### src/rtl/dot3x3_sequencer.sv
// dot3x3_sequencer: streams 9 operand words into the 3x3 dot-product
// datapath, then walks dp_sel over all 9 positions and returns each result.
module dot3x3_sequencer #(
    parameter int unsigned SETTLE_CYC = 1
) (
    input  logic        clk,
    input  logic        reset,
    input  logic        abort,
    input  logic        in_valid,
    output logic        in_ready,
    input  logic [31:0] in_data,
    output logic [31:0] dp_in,
    output logic        dp_wr,
    output logic [3:0]  dp_mem_sel,
    output logic [3:0]  dp_sel,
    input  logic [31:0] dp_out,
    output logic        res_valid,
    input  logic        res_ready,
    output logic [31:0] res_data,
    output logic [3:0]  res_idx,
    output logic        res_last,
    output logic        busy,
    output logic        done
);

    localparam logic [1:0] S_IDLE   = 2'd0;
    localparam logic [1:0] S_LOAD   = 2'd1;
    localparam logic [1:0] S_SETTLE = 2'd2;
    localparam logic [1:0] S_RESULT = 2'd3;

    localparam logic [3:0] LAST_WORD   = 4'd8;
    localparam logic [3:0] LAST_IDX    = 4'd8;
    localparam logic [3:0] SETTLE_LAST = 4'(SETTLE_CYC - 1);

    logic [1:0]  state_q, state_d;
    logic [3:0]  wcnt_q, wcnt_d;
    logic [1:0]  r_q, r_d;
    logic [1:0]  c_q, c_d;
    logic [3:0]  scnt_q, scnt_d;
    logic [31:0] dp_in_q, dp_in_d;
    logic        dp_wr_q, dp_wr_d;
    logic [3:0]  dp_mem_sel_q, dp_mem_sel_d;
    logic [31:0] res_data_q, res_data_d;
    logic [3:0]  res_idx_q, res_idx_d;
    logic        done_q, done_d;

    logic        in_accept;
    logic        res_accept;
    logic        sel_active;
    logic [3:0]  idx_cur;

    assign in_ready   = (state_q == S_IDLE) || (state_q == S_LOAD);
    assign res_valid  = (state_q == S_RESULT);
    assign busy       = (state_q != S_IDLE);
    assign sel_active = (state_q == S_SETTLE) || (state_q == S_RESULT);
    assign dp_sel     = sel_active ? {c_q, r_q} : 4'd0;
    assign res_last   = res_valid && (res_idx_q == LAST_IDX);

    assign dp_in      = dp_in_q;
    assign dp_wr      = dp_wr_q;
    assign dp_mem_sel = dp_mem_sel_q;
    assign res_data   = res_data_q;
    assign res_idx    = res_idx_q;
    assign done       = done_q;

    assign in_accept  = in_valid && in_ready;
    assign res_accept = res_valid && res_ready;

    // 3*r + c without a multiplier
    assign idx_cur = {1'b0, r_q, 1'b0} + {2'b00, r_q} + {2'b00, c_q};

    always_comb begin
        state_d      = state_q;
        wcnt_d       = wcnt_q;
        r_d          = r_q;
        c_d          = c_q;
        scnt_d       = scnt_q;
        dp_in_d      = dp_in_q;
        dp_wr_d      = 1'b0;
        dp_mem_sel_d = dp_mem_sel_q;
        res_data_d   = res_data_q;
        res_idx_d    = res_idx_q;
        done_d       = 1'b0;

        unique case (state_q)
            S_IDLE: begin
                if (in_accept) begin
                    dp_in_d      = in_data;
                    dp_mem_sel_d = wcnt_q;
                    dp_wr_d      = 1'b1;
                    wcnt_d       = wcnt_q + 4'd1;
                    state_d      = S_LOAD;
                end
            end
            S_LOAD: begin
                if (in_accept) begin
                    dp_in_d      = in_data;
                    dp_mem_sel_d = wcnt_q;
                    dp_wr_d      = 1'b1;
                    wcnt_d       = wcnt_q + 4'd1;
                    if (wcnt_q == LAST_WORD) begin
                        wcnt_d  = 4'd0;
                        r_d     = 2'd0;
                        c_d     = 2'd0;
                        scnt_d  = 4'd0;
                        state_d = S_SETTLE;
                    end
                end
            end
            S_SETTLE: begin
                if (scnt_q == SETTLE_LAST) begin
                    res_data_d = dp_out;
                    res_idx_d  = idx_cur;
                    scnt_d     = 4'd0;
                    state_d    = S_RESULT;
                end else begin
                    scnt_d = scnt_q + 4'd1;
                end
            end
            S_RESULT: begin
                if (res_accept) begin
                    if (res_idx_q == LAST_IDX) begin
                        r_d     = 2'd0;
                        c_d     = 2'd0;
                        done_d  = 1'b1;
                        state_d = S_IDLE;
                    end else begin
                        if (c_q == 2'd2) begin
                            c_d = 2'd0;
                            r_d = r_q + 2'd1;
                        end else begin
                            c_d = c_q + 2'd1;
                        end
                        scnt_d  = 4'd0;
                        state_d = S_SETTLE;
                    end
                end
            end
            default: begin
                state_d = S_IDLE;
            end
        endcase

        // abort overrides any handshake taken this cycle
        if (abort) begin
            state_d      = S_IDLE;
            wcnt_d       = 4'd0;
            r_d          = 2'd0;
            c_d          = 2'd0;
            scnt_d       = 4'd0;
            dp_in_d      = dp_in_q;
            dp_wr_d      = 1'b0;
            dp_mem_sel_d = dp_mem_sel_q;
            res_data_d   = res_data_q;
            res_idx_d    = res_idx_q;
            done_d       = 1'b0;
        end
    end

    always_ff @(posedge clk) begin
        if (reset) begin
            state_q      <= S_IDLE;
            wcnt_q       <= 4'd0;
            r_q          <= 2'd0;
            c_q          <= 2'd0;
            scnt_q       <= 4'd0;
            dp_in_q      <= 32'd0;
            dp_wr_q      <= 1'b0;
            dp_mem_sel_q <= 4'd0;
            res_data_q   <= 32'd0;
            res_idx_q    <= 4'd0;
            done_q       <= 1'b0;
        end else begin
            state_q      <= state_d;
            wcnt_q       <= wcnt_d;
            r_q          <= r_d;
            c_q          <= c_d;
            scnt_q       <= scnt_d;
            dp_in_q      <= dp_in_d;
            dp_wr_q      <= dp_wr_d;
            dp_mem_sel_q <= dp_mem_sel_d;
            res_data_q   <= res_data_d;
            res_idx_q    <= res_idx_d;
            done_q       <= done_d;
        end
    end

endmodule

### config.mk
export PLATFORM = sky130hd
export DESIGN_NAME = dot3x3_sequencer
export DESIGN_NICKNAME = d
export VERILOG_FILES = /design/src/rtl/dot3x3_sequencer.sv
export SDC_FILE = /design/constraint.sdc
export NUM_CORES = 1
export LEC_CHECK = 0
export CAP_MARGIN = 20
export CORE_MARGIN = 4
export CORE_UTILIZATION = 45
export DETAILED_ROUTE_END_ITERATION = 16
export PLACE_DENSITY = 0.87
export SETUP_SLACK_MARGIN = 0.2
export SLEW_MARGIN = 20
export SYNTH_ARGS = -nofsm -noshare
export SYNTH_HDL_FRONTEND = slang
export SYNTH_SLANG_ARGS = --single-unit
### constraint.sdc
create_clock -name clk -period 4.2 [get_ports clk]
set_input_delay 0.42 -clock clk [delete_from_list [all_inputs] [get_ports clk]]
set_output_delay 0.42 -clock clk [all_outputs]
set_load 0.03 [all_outputs]
# After elaboration in Yosys (flattened, before gate mapping)
# Cells that the tools add are included.
[word_totals] reg_bits=88 in_bits=69 word_cells=86
[op_classes] n_addsub=6 n_eq_ne=13 n_mux=30 bitwise=4 n_reduce_logical=22
[ops] operator="$mux 4" n=9
[ops] operator="$mux 2" n=14
[ops] operator="$reduce_and 5->1" n=3
[ops] operator="$pmux 4 s3" n=1
[ops] operator="$reduce_and 3->1" n=3
[ops] operator="$add 4x1->4 const B" n=2
[ops] operator="$eq 4x4->1 const B" n=2
[ops] operator="$pmux 2 s2" n=2
[ops] operator="$pmux 2 s4" n=1
[ops] operator="$pmux 4 s2" n=1
[ops] operator="$eq 2x2->1 const B" n=3
[ops] operator="$ne 2x1->1 const B" n=3
[ops] operator="$ne 2x2->1 const B" n=3
[ops] operator="$reduce_bool 2->1" n=3
[ops] operator="$add 2x1->2 const B" n=2
[ops] operator="$add 3x2->4" n=1
[ops] operator="$add 4x2->4" n=1
[ops] operator="$logic_not 4->1" n=1
[ops] operator="$not 1->1" n=4
[ops] operator="$reduce_and 4->1" n=1
[ops] operator="$reduce_or 2->1" n=2
[ops] operator="$reduce_or 4->1" n=1
[ops] operator="$logic_and 1x1->1" n=3
[ops] operator="$ne 3x1->1 const B" n=1
[ops] operator="6 further kinds" n=8

# Longest topological paths before layout
# Gate-level depths: netlist of the first run.
[logic_depth] ltp_word=5 depth_mapped=8 depth_no_buf=7

# Least setup slack after synthesis of the first run
# Ideal clock, no wire load.
[synth_timing] kind="register to register" startpoint="register res_idx_q[3], in the netlist res_idx[3]" endpoint="register state_q[1]" setup_ns=0.122 arrival_ns=1.881 required_ns=4.078 slack_ns=2.198 stages_incl_launch_ff=5 period_less_slack_ns=2.002 path_cell_list="dfxtp_1 or4b_1 nor2_1 nor2_1 o311a_1"
[synth_via] elab_chain_len=4
[synth_lines] item="from (decl)" line="44" text="logic [3:0] res_idx_q, res_idx_d;"
[synth_lines] item="from (signal assigned)" line="183" text="res_idx_q <= res_idx_d;"
[synth_lines] item="$eq 4x4->1" line="122" text="if (res_idx_q == LAST_IDX) begin"
[synth_lines] item="$mux 2" line="122"
[synth_lines] item="$mux 2" line="121" text="if (res_accept) begin"
[synth_lines] item="$pmux 2 s4" line="85" text="unique case (state_q)"
[synth_lines] item="to (signal assigned)" line="174" text="state_q <= state_d;"
[synth_lines] item="to (decl)" line="35" text="logic [1:0] state_q, state_d;"
# No other way between the ends. The select of a mux whose other input is x is not followed.
# A chain may end at the register's enable or synchronous reset.

# Worst setup path after layout of the first run
[layout_timing] startpoint="register res_idx_q[0], in the netlist res_idx[0]" endpoint="output res_last"
[layout_via] elab_chain_len=2
[layout_lines] item="$eq 4x4->1" line="57" text="assign res_last = res_valid && (res_idx_q == LAST_IDX);"
[layout_lines] item="$logic_and 1x1->1" line="57"
[layout_lines] item="to (decl)" line="21" text="output logic res_last,"
# No other way between the ends.

==> impl_metrics.py, run 1 <==
metrics = {
    "placed_design": {
        "globalplace.congestion": 0.7735,
        "dpl.hpwl_um": 6841,
        "port_buffers": 150,
    },
    "worst_hold_path": {
        "hold_class": "flop to flop",
    },
    "clock_network": {
        "cts_tree": "done",
        "clkSinkCount": 88,
        "htreeDepth": 3,
        "ctsRootBufferMaster": "clkbuf_8",
        "cts-resized-gates": 0,
        "clk_pin_slew_ps": 80,
        "clockBufferDepth": 2,
        "cts_hold_buf": 0,
        "clkLatencyLatePin_ps": 340,
        "cts_buffers": 9,
        "post_cts.repair.setup_buffers": 0,
    },
    "synth": {
        "synth_ff_type": "dfxtp_1",
        "synth_cell_types": 35,
        "synth_edf_count": 0,
        "synth_commonest_cells": "nand2_1, dfxtp_1, a21oi_1, nor2_1, inv_1",
        "ys_ff_latch": 88,
        "yosys-top-cells-area": "dfxtp_1, nand2_1, a21oi_1",
        "synth_cells": 424,
        "yosysMostFrequentCell": "nand2_1",
        "syn_area_per_cell_um2": 7.997,
        "async_flop_share": 0,
        "synth_top_area_share": 0.5196,
        "ys_warn_count": 0,
        "synth_top_area_cell": "dfxtp_1",
        "syn_nets": 502,
        "synthesis.area_um2": 3391,
        "yosysSeqAreaShare": 0.5196,
    },
    "die": {
        "num_rows": 31,
        "core_um2": 7292,
        "die_area_um2": 8988,
        "die_y_um": 94.81,
        "io_pins": 151,
        "dieWidth_um": 94.81,
        "floorplan.initialDensity": 0.4650,
    },
    "global_route": {
        "grt_pass1_vias": 3051,
        "grt_max_degree": 41,
        "antenna_found_initial": 0,
        "overflow": 0,
        "grt_pass1_wl_um": 14370,
        "track_usage": 0.2016,
    },
    "pwr": {
        "power_density_nw_per_um2": 334.3,
        "power_frac_clock": 0.399,
        "p_switching_uw": 384.2,
        "peakVddDrop_mv": 0.1966,
        "swShare": 0.2234,
        "pwr-share-comb": 0.102,
        "pwr-share-seq": 0.499,
        "leakage_uw": 0.001814,
        "power.internal_uw": 1335,
    },
    "critical_path": {
        "critPathMaxFanout": 4,
        "r2r-end": "res_data[22]",
        "crit_start": "res_idx[0]",
        "crit_type": "flop to primary output",
        "crit_end": "res_last",
        "ff2ff_path_depth": 6,
        "crit_path_end_kind": "primary output",
        "arrival_ps": 2240,
        "startpoint_type": "flop",
        "timing.rr.start": "scnt_q[0]",
        "ff2ff_setup_slack_ps": 2080,
        "required_ps": 3780,
    },
    "layout": {
        "multiInputGateArea_um2": 1460,
        "regArea_um2": 1762,
        "nFillCells": 583,
        "drive_gt1_frac": 0.04586,
        "final_nets": 641,
        "diodes": 0,
        "area_growth_pct": 51.70,
    },
    "routing": {
        "drtIter0Drc": 107,
        "wl_per_cell_um": 14.32,
        "drt_wl_total_um": 9535,
        "ant_nets": 0,
        "drc": 0,
        "viasPerCell": 4.988,
        "num_vias": 3322,
        "drt_pre_antenna_iters": 5,
    },
    "status": {
        "status": "finished clean",
    },
    "sta": {
        "fin_skew_ps": 8.843,
        "worst-slew-pin-transition_ps": 695.6,
        "fmax_mhz": 375.6,
        "timing.final.hold_violations": 0,
        "max_slew_margin": 0.5362,
        "period_share": 0.6339,
        "holdWs_ps": 456.4,
        "drv_slew": 0,
        "setup_violations": 0,
        "period_needed_ps": 2662,
        "rsz0062_at_grt": "no",
        "fin_setup_tns_ps": 0,
    },
    "run": {
        "maxCapViolations": 0,
    },
}
==> final cells by class <==
type,count,share of cell area
Clock buffer,10,0.02481
Clock inverter,5,0.02068
Inverter,12,0.008757
Multi-Input combinational cell,299,0.2839
Sequential cell,88,0.3425
Tap cell,99,0.02408
Timing Repair Buffer,153,0.2953
==> worst min path at each step <==
stage                 startpoint      endpoint  slack [ps]  depth (start not counted)
CTS                  res_data[9]   res_data[9]         460                          2
global placement     res_data[9]   res_data[9]         440                          2
floorplan              scnt_q[3]     scnt_q[3]         430                          1
global route           dp_in[31]     dp_in[31]         480                          2
detailed placement   res_data[9]   res_data[9]         450                          2
finish              res_data[17]  res_data[17]         460                          2
==> power groups by stage <==
stage                     Sequential [µW]  Clock, µW  Combinational, µW
after CTS                             858        696                177
after global placement                876          0                174
after global routing                  860        736                187
after floorplan                       906          0               42.6
final                                 858        685                176
after detailed placement              877          0                176
==> placed cells by master (no fill, tap or decap), drive strengths merged <==
master         synthesis  routed
clkbuf                 9      10
and2                   1       1
o211ai                 1       1
clkinv                 0       1
or2                    4       4
nor2                  18      18
inv                   12      12
and3                   1       1
nor3                   4       4
mux2i                  2       2
nand4                  2       2
nand3                  6       6
clkdlybuf4s50          0     149
clkinvlp               0       1
or3                    2       2
bufinv                 0       3
a21oi                 79      79
and4                   1       1
a211oi                 2       2
dfxtp                 88      88
o21ai                  5       5
or3b                   1       1
and4b                  1       1
o311a                  1       1
ha                     7       7
o31ai                  2       2
a31oi                  3       3
nand3b                 1       1
o2111ai                1       1
or4b                   1       1
buf                   16       4
fa                     2       2
nor2b                  1       1
nand2                148     148
nand2b                 2       2
==> per-layer routing <==
| metal | track usage | up-vias | routed length [µm] |
|---|---|---|---|
| met1 | 0.2397 | 1532 | 3757 |
| met2 | 0.3600 | 115 | 4954 |
| li1 | - | 1662 | - |
| met4 | 0.06490 | 0 | 170 |
| met3 | 0.04303 | 13 | 652 |
| met5 | 0 | - | 0 |
==> cell families (layout without fill, tap and decap cells) <==
logic type	count (synthesis)	after routing	share of synthesized area
multiplexers	2	2	0.005904
AO/OA/AOI/OAI	94	94	0.1461
AND/OR/NAND/NOR	194	194	0.2380
flip-flops	88	88	0.5196
buffers and inverters	37	180	0.05276
adder cells (fa/ha/maj)	9	9	0.03764
==> registers in the layout (all words and copies together), names as in the netlist <==
register	flops
dp_in	32
dp_wr	1
wcnt_q	4
r_q	2
c_q	2
scnt_q	4
res_idx	4
state_q	2
done	1
dp_mem_sel	4
res_data	32
==> per-stage QoR <==
stage          setup WS, ps  cell area [µm²]  power, µW  std cells    util
2_1_floorplan          2198             3391      948.3        424       -
3_3_place_gp           1901             4908       1051        651  0.6731
3_5_place_dp           1803             4908       1053        651  0.6731
4_1_cts                1532             5142       1731        666  0.7052
5_1_grt                1432             5144       1783        666  0.7054
6_report               1538             5144       1719        666  0.7054
==> critical path, cell delays in order, from the launching register on <==
cell and delay [ps]:
dfxtp_1 330, or4b_1 610, nor2_1 250, clkdlybuf4s50_1 720
Note: power is estimated with default switching activity, not from simulation.
==> run 2: changes to the inputs <==
--- a/config.mk
+++ b/config.mk
@@ -7,9 +7,9 @@
 export LEC_CHECK = 0
 export CAP_MARGIN = 20
 export CORE_MARGIN = 4
-export CORE_UTILIZATION = 45
+export CORE_UTILIZATION = 42
 export DETAILED_ROUTE_END_ITERATION = 16
-export PLACE_DENSITY = 0.87
+export PLACE_DENSITY = 0.82
 export SETUP_SLACK_MARGIN = 0.2
 export SLEW_MARGIN = 20
 export SYNTH_ARGS = -nofsm -noshare
==> constraint.sdc (replaced) <==
create_clock -name clk -period 2.8 [get_ports clk]
set_input_delay 0.28 -clock clk [delete_from_list [all_inputs] [get_ports clk]]
set_output_delay 0.28 -clock clk [all_outputs]
set_load 0.03 [all_outputs]
==> impl_metrics.py, run 2 (same netlist as run 1, synthesis figures left out) <==
metrics = {
    "pwr": {
        "power_density_nw_per_um2": 461.3,
        "power_uw": 2352,
        "leakage_uw": 0.001802,
        "peakVddDrop_mv": 0.2577,
    },
    "clock_network": {
        "post_cts.repair.setup_buffers": 0,
        "clkSinkCount": 88,
        "htreeDepth": 3,
        "clkLatencyLatePin_ps": 340,
        "ctsRootBufferMaster": "clkbuf_8",
        "clk_pin_slew_ps": 90,
        "cts_hold_buf": 0,
        "clockBufferDepth": 2,
        "cts_buffers": 9,
        "cts_tree": "done",
    },
    "die": {
        "die_y_um": 97.85,
        "num_rows": 32,
        "dieWidth_um": 97.85,
        "die_area_um2": 9575,
        "floorplan.initialDensity": 0.4343,
        "core_um2": 7807,
        "io_pins": 151,
    },
    "critical_path": {
        "arrival_ps": 1920,
        "startpoint_type": "flop",
        "ff2ff_path_depth": 6,
        "required_ps": 2520,
        "timing.rr.start": "scnt_q[0]",
        "r2r-end": "res_data[26]",
        "ff2ff_setup_slack_ps": 690,
        "crit_type": "flop to primary output",
        "crit_path_end_kind": "primary output",
        "critPathMaxFanout": 13,
    },
    "layout": {
        "area_growth_pct": 50.33,
        "nFillCells": 684,
        "post-route-util": 0.6529,
        "drive_gt1_frac": 0.04754,
        "final_cell_mix": "nand2_1, clkdlybuf4s50_1, dfxtp_1",
        "final_nets": 641,
        "diodes": 0,
    },
    "worst_hold_path": {
        "hold-path-endpoint": "res_data[0]",
        "holdPathStages": 2,
        "hold_class": "flop to flop",
        "min-delay-start": "res_data[0]",
    },
    "sta": {
        "timing.final.hold_violations": 0,
        "max_slew_margin": 0.5286,
        "fin_setup_tns_ps": 0,
        "period_share": 0.7869,
        "setup_slack_ps": 596.7,
        "fin_skew_ps": 12.98,
        "setup_violations": 0,
        "worst-slew-pin-transition_ps": 707.1,
        "fmax_mhz": 453.9,
        "rsz0062_at_grt": "no",
        "period_needed_ps": 2203,
        "drv_slew": 0,
        "holdWs_ps": 456.8,
    },
    "global_route": {
        "grt_pass1_vias": 3276,
        "track_usage": 0.1911,
        "overflow": 0,
        "grt_pass1_wl_um": 15330,
        "grt_max_degree": 40,
        "antenna_found_initial": 0,
    },
    "routing": {
        "drtIter0Drc": 88,
        "wl_per_cell_um": 14.03,
        "viasPerCell": 4.973,
        "drt_wl_total_um": 9398,
        "num_vias": 3332,
        "drt_pre_antenna_iters": 4,
        "drc": 0,
        "ant_nets": 0,
    },
    "run": {
        "maxCapViolations": 0,
    },
    "status": {
        "status": "finished clean",
    },
    "placed_design": {
        "dpl.hpwl_um": 6905,
        "port_buffers": 150,
        "dpl_worst_slack_ps": 598.1,
        "globalplace.congestion": 0.8393,
    },
}
## run 2: power breakdown
group / switching [µW] / total (µW) / internal, µW
clock network: 447 / 799 / 352
registers: 13.3 / 1290 / 1270
logic: 127 / 265 / 139
total: 587 / 2350 / 1760
## run 2: layer usage
metal,GRT usage,vias to the layer above,part of all wire
met5,0,-,0
met2,0.3309,108,0.50
met4,0.07668,0,0.026
met1,0.2270,1541,0.42
li1,-,1660,-
met3,0.04643,23,0.057
## run 2: layout make-up
class	instances	area (µm²)	area share
Sequential cell	88	1762	0.3456
Inverter	12	45.04	0.008837
Clock buffer	11	141.4	0.02774
Tap cell	102	127.6	0.02504
Clock inverter	5	40.04	0.007855
Timing Repair Buffer	153	1521	0.2985
Multi-Input combinational cell	299	1460	0.2865
## run 2: worst max-delay path: stages, from the launching register on
cell	delay, ps
dfxtp_1	530
inv_1	200
nor2_1	160
clkdlybuf4s50_1	700
## run 2: worst max-delay path by stage
stage                          start            to  slack (ps)
after floorplan           res_idx[3]    state_q[1]         800
after global placement         abort  res_data[18]         650
after detailed placement   scnt_q[0]  res_data[13]         600
after CTS                 res_idx[0]      res_last         270
after global routing      state_q[1]     dp_sel[1]         480
final                     state_q[1]     dp_sel[1]         600
## run 2: what timing repair did
item / 4_1_cts / 5_1_grt
gates resized for setup: 0 / 1
setup endpoints to repair: 0 / 1
endpoints found under the hold margin: 0 / 0
## run 2: stage by stage
stage	instance area, µm²	instances
floorplan	3391	424
global placement	4912	654
detailed placement	4912	654
CTS	5094	670
global route	5097	670
finish	5097	670
